[src/rtl/ram_stream_reader.sv]
// ram_stream_reader: drains a contiguous RAM block onto a valid/ready stream.
// Rev 1.0 - credit-limited read issue feeding a 2-entry skid FIFO.
`default_nettype none

module ram_stream_reader #(
  parameter int DATA_WIDTH = 8,
  parameter int ADDR_WIDTH = 4
) (
  input  logic                  clk,
  input  logic                  rst,
  input  logic                  start,
  input  logic [ADDR_WIDTH-1:0] base_addr,
  input  logic [ADDR_WIDTH:0]   len,
  output logic                  busy,
  output logic                  done,
  output logic                  ram_en,
  output logic [ADDR_WIDTH-1:0] ram_addr,
  input  logic [DATA_WIDTH-1:0] ram_rdata,
  output logic                  m_valid,
  input  logic                  m_ready,
  output logic [DATA_WIDTH-1:0] m_data,
  output logic                  m_last
);

  localparam logic [ADDR_WIDTH:0] CNT_ONE = (ADDR_WIDTH+1)'(1);

  typedef enum logic [1:0] {
    S_IDLE = 2'd0,
    S_RUN  = 2'd1,
    S_FIN  = 2'd2
  } state_t;

  state_t                state;
  logic [ADDR_WIDTH-1:0] base_q;
  logic [ADDR_WIDTH:0]   len_q;
  logic [ADDR_WIDTH:0]   issued;
  logic [ADDR_WIDTH:0]   accepted;
  logic                  inflight;

  logic [DATA_WIDTH-1:0] fifo_mem [2];
  logic                  wr_ptr;
  logic                  rd_ptr;
  logic [1:0]            fifo_count;

  logic                  push;
  logic                  pop;
  logic [2:0]            used;
  logic                  can_issue;

  // A read returns one cycle after ram_en, so the inflight flag is the push strobe.
  assign push = inflight;
  assign pop  = m_valid & m_ready;

  // Buffered words plus the read in flight must leave room for a new read;
  // a word leaving this cycle frees its slot in time for the new return.
  assign used      = {1'b0, fifo_count} + {2'b00, inflight};
  assign can_issue = (used < 3'd2) || (pop && (used == 3'd2));

  assign ram_en   = (state == S_RUN) && (issued < len_q) && can_issue;
  assign ram_addr = base_q + issued[ADDR_WIDTH-1:0];

  assign m_valid = (fifo_count != 2'd0);
  assign m_data  = fifo_mem[rd_ptr];
  assign m_last  = m_valid && (accepted == (len_q - CNT_ONE));

  assign busy = (state == S_RUN);
  assign done = (state == S_FIN);

  always_ff @(posedge clk) begin
    if (rst) begin
      inflight <= 1'b0;
    end else begin
      inflight <= ram_en;
    end
  end

  always_ff @(posedge clk) begin
    if (rst) begin
      fifo_mem[0] <= '0;
      fifo_mem[1] <= '0;
      wr_ptr      <= 1'b0;
      rd_ptr      <= 1'b0;
      fifo_count  <= 2'd0;
    end else begin
      if (push) begin
        fifo_mem[wr_ptr] <= ram_rdata;
        wr_ptr           <= ~wr_ptr;
      end
      if (pop) begin
        rd_ptr <= ~rd_ptr;
      end
      case ({push, pop})
        2'b10:   fifo_count <= fifo_count + 2'd1;
        2'b01:   fifo_count <= fifo_count - 2'd1;
        default: fifo_count <= fifo_count;
      endcase
    end
  end

  always_ff @(posedge clk) begin
    if (rst) begin
      state    <= S_IDLE;
      base_q   <= '0;
      len_q    <= '0;
      issued   <= '0;
      accepted <= '0;
    end else begin
      case (state)
        S_IDLE: begin
          if (start) begin
            base_q   <= base_addr;
            len_q    <= len;
            issued   <= '0;
            accepted <= '0;
            state    <= (len != '0) ? S_RUN : S_FIN;
          end
        end
        S_RUN: begin
          if (ram_en) begin
            issued <= issued + CNT_ONE;
          end
          if (pop) begin
            accepted <= accepted + CNT_ONE;
            if (m_last) begin
              state <= S_FIN;
            end
          end
        end
        S_FIN: begin
          state <= S_IDLE;
        end
        default: begin
          state <= S_IDLE;
        end
      endcase
    end
  end

endmodule

`default_nettype wire

[config.mk]
export PLATFORM = sky130hd
export DESIGN_NAME = ram_stream_reader
export DESIGN_NICKNAME = d
export VERILOG_FILES = /design/src/rtl/ram_stream_reader.sv
export SDC_FILE = /design/constraint.sdc
export NUM_CORES = 1
export LEC_CHECK = 0
export ABC_CLOCK_PERIOD_IN_PS = 5000
export CAP_MARGIN = 20
export CORE_MARGIN = 3
export CORE_UTILIZATION = 56
export DETAILED_ROUTE_END_ITERATION = 10
export PLACE_DENSITY_LB_ADDON = 0.2
export REMOVE_ABC_BUFFERS = 1
export SETUP_SLACK_MARGIN = 0.4
export SYNTH_ARGS = -nofsm -noshare
export SYNTH_HDL_FRONTEND = slang
export SYNTH_SLANG_ARGS = --single-unit
[constraint.sdc]
create_clock -name clk -period 5 [get_ports clk]
set_input_delay 0.75 -clock clk [delete_from_list [all_inputs] [get_ports clk]]
set_output_delay 0.75 -clock clk [all_outputs]
set_load 0.01 [all_outputs]
==> metrics <==
run status completed; setup fix buffers added after clock tree synthesis 0; area taken by multi-input logic gates 1077 um^2; Final period util 66.18%; largest net degree at the start of global routing 28; Fin Clk Skew 0.007041 ns; Hold-fix buffers, CTS 0; sequential cell area fraction in the yosys report 46.66%; Top Ports 38; share of layout cells above drive strength 1 8.712%; Resized Gates After CTS 0; main combinational cell family by area after synthesis simple AND/OR/NAND/NOR gates; Final Net Count 299; Die H 68.51 um; number of pins exceeding their max-slew limit in the final report 0; Total Routing Usage GR 19.74%; Die Outline Area 4694 um^2; final hold violation count 0; total iterations of the first detailed-routing run 4; flip-flop and latch area 1021 um^2; share of synthesized cell area in full adder, half adder and majority cells 8.919%; Worst slew margin 41.64%; Crit. End Element primary output; Core Area 3716 um^2; met1 GRT Util 24.56%; detailed-route wire length per cell 13.28 um; Leak Pwr 1.055 nW; clk sinks 43; routed wire length 4142 um; Post-synth EDFFs 16; Post-synth top flop dfxtp_1; number of global-route vias before repair 1535; post-synthesis cell type count 39; Max Cap Viol 0; growth of design area from synthesis to finish 23.56%; GRT Residual Overflow 0; total placed instance area 2596 um^2; fraction of synthesized cell area in xor and xnor cells 6.404%; most crowded layer after global routing met2; number of vias after detailed routing 1635; largest stage delay on the critical path 0.53 ns; horizontal die dimension 68.51 um; GR met3 Demand/Resource 4.700%; synthesis warning total 0; shortest clock period the worst path allows after layout 3.309 ns; Critical-path top delay cell clkdlybuf4s50_1; count of mapped cells out of synthesis 224; ant diodes 0; number of antenna violations at the first check in global routing 0; Max rail drop VDD 0.0002268 V; largest buffer count on any clock path 2; Num CTS Buffers 5; TritonCTS clock tree yes; count of input and output buffers 37; Yosys reg bits 43; Vias/cell 5.240; Setup TNS 0 ns; clock latency of the later-clocked register in the worst-skew pair 0.29 ns; met2 Track Usage GR 33.37%; Fmax achieved 302.2 MHz; share of synthesized flip-flops with an asynchronous set or reset 0%; detailed placement HPWL 3078 um; number of violations reported at the end of detailed-routing iteration 0 117; starting density of the core 58.89%; DRT antenna net count 0; setup repair after global routing missed its margin no; cells along the critical path clkdlybuf4s50_1 -> nand2_2 -> inv_2 -> a31oi_1 -> a311o_1 -> inv_2 -> clkdlybuf4s50_1; simple-gate share of the synthesized area 20.07%; worst min-delay path category flop to flop; fill cell count 284; row count 22; mapped cell area 2188 um^2; Data required, critical path 4.25 ns; critical path fanouts, max 11; wire length of the first global-routing pass 6851 um; number of remaining DRC errors 0; critical path start-end classification primary input to primary output; multiplexer fraction of the synthesized cell area 4.117%; summed area of non-filler cells in the final layout 2704 um^2; Pwr per Cell Area 298.4 nW/um^2; Post-Syn Area per Cell 9.769 um^2; number of levels in the clock H-tree 2; data arrival time of the critical path 2.56 ns; number of setup violations in the final report 0; post-layout utilization of the core 72.76%; clk slew on worst S/H paths 0.08 ns; Worst setup SP type primary input; Design Power 0.0008068 W; post-synthesis compound-gate area fraction 9.720%; buffer cell driving the clock tree root clkbuf_8; Slew @ Worst Pin 0.8735 ns; RD Place Congestion 0.7952
-- flip-flops by register name (all words and copies together), names as in the netlist, named ones only --
| signal | flops |
|---|---|
| fifo_mem | 16 |
| accepted | 5 |
| issued | 5 |
| len_q | 5 |
| base_q | 4 |
| fifo_count | 2 |
| state | 2 |
| inflight | 1 |
| rd_ptr | 1 |
| wr_ptr | 1 |
-- metrics by stage --
step | std cells | hold slack (ns) | worst slack (ns)
after floorplan | 218 | 0.4346 | 2.774
after global placement | 304 | 0.4546 | 1.744
after detailed placement | 304 | 0.4583 | 1.695
after CTS | 312 | 0.4712 | 1.689
after global routing | 312 | 0.5020 | 1.569
final | 312 | 0.4671 | 1.691
-- placed cells by master (no fill, tap or decap), drive strengths merged, types with 4 or more instances in the layout --
master / n
clkdlybuf4s50: 37
xor2: 9
inv: 16
a21oi: 19
ha: 14
nor2: 13
nor3: 5
edfxtp: 16
dfxtp: 27
xnor2: 7
clkbuf: 5
and2: 16
o21ai: 5
nand2b: 4
mux2: 8
nand2: 25
or3: 4
-- critical path: cells and delay by family --
kind / cells / cell delay, ns
compound gates: 2 / 0.54
simple gates: 1 / 0.07
buf+inv: 4 / 1.20
-- worst paths after layout --
kind,startpoint,endpoint,slack [ns],cells after the start
setup / recovery,m_ready,ram_en,1.69,7
hold / removal,base_q[2],base_q[2],0.47,2
setup reg to reg,len_q[2],issued[4],2.82,7
hold reg to reg,base_q[2],base_q[2],0.47,2
-- layout make-up --
cell class / count / area share, %
clock buffers: 5 / 2.545
repair buffers: 38 / 13.98
flip-flops and latches: 43 / 37.76
inverters: 16 / 2.221
well taps: 48 / 2.221
multi-input cells: 159 / 39.84
clock inverters: 3 / 1.435
-- logic make-up after synthesis --
kind of cell | after synthesis
compound gates | 36
xor+xnor | 16
fa+ha+maj | 15
buf+inv | 22
flops | 43
mux | 8
simple gates | 84
-- where the power goes --
group          switching (W)  internal (W)  total [W]  leakage, nW
registers          0.0000187      0.000382   0.000401        0.386
clock network       0.000112      0.000146   0.000258       0.0556
logic              0.0000674     0.0000802   0.000148        0.614
total               0.000198      0.000609   0.000807         1.06
-- cells in the mapped netlist, drive strengths merged (5+ instances only) --
cell,number,area [um^2]
a21oi,19,95.09
and2,16,100.1
clkbuf,5,18.77
dfxtp,27,540.5
edfxtp,16,480.5
ha,14,175.2
inv,16,60.06
mux2,8,90.09
nand2,25,96.35
nor2,13,48.80
nor3,5,25.02
o21ai,5,25.02
xnor2,7,61.31
xor2,9,78.83
-- layer usage --
layer | routed length, um | up-vias
li1 | - | 850
met1 | 1990 | 751
met2 | 1963 | 29
met3 | 137 | 5
met4 | 51 | 0
met5 | 0 | -
No activity file was read; power rests on OpenSTA's default activity.
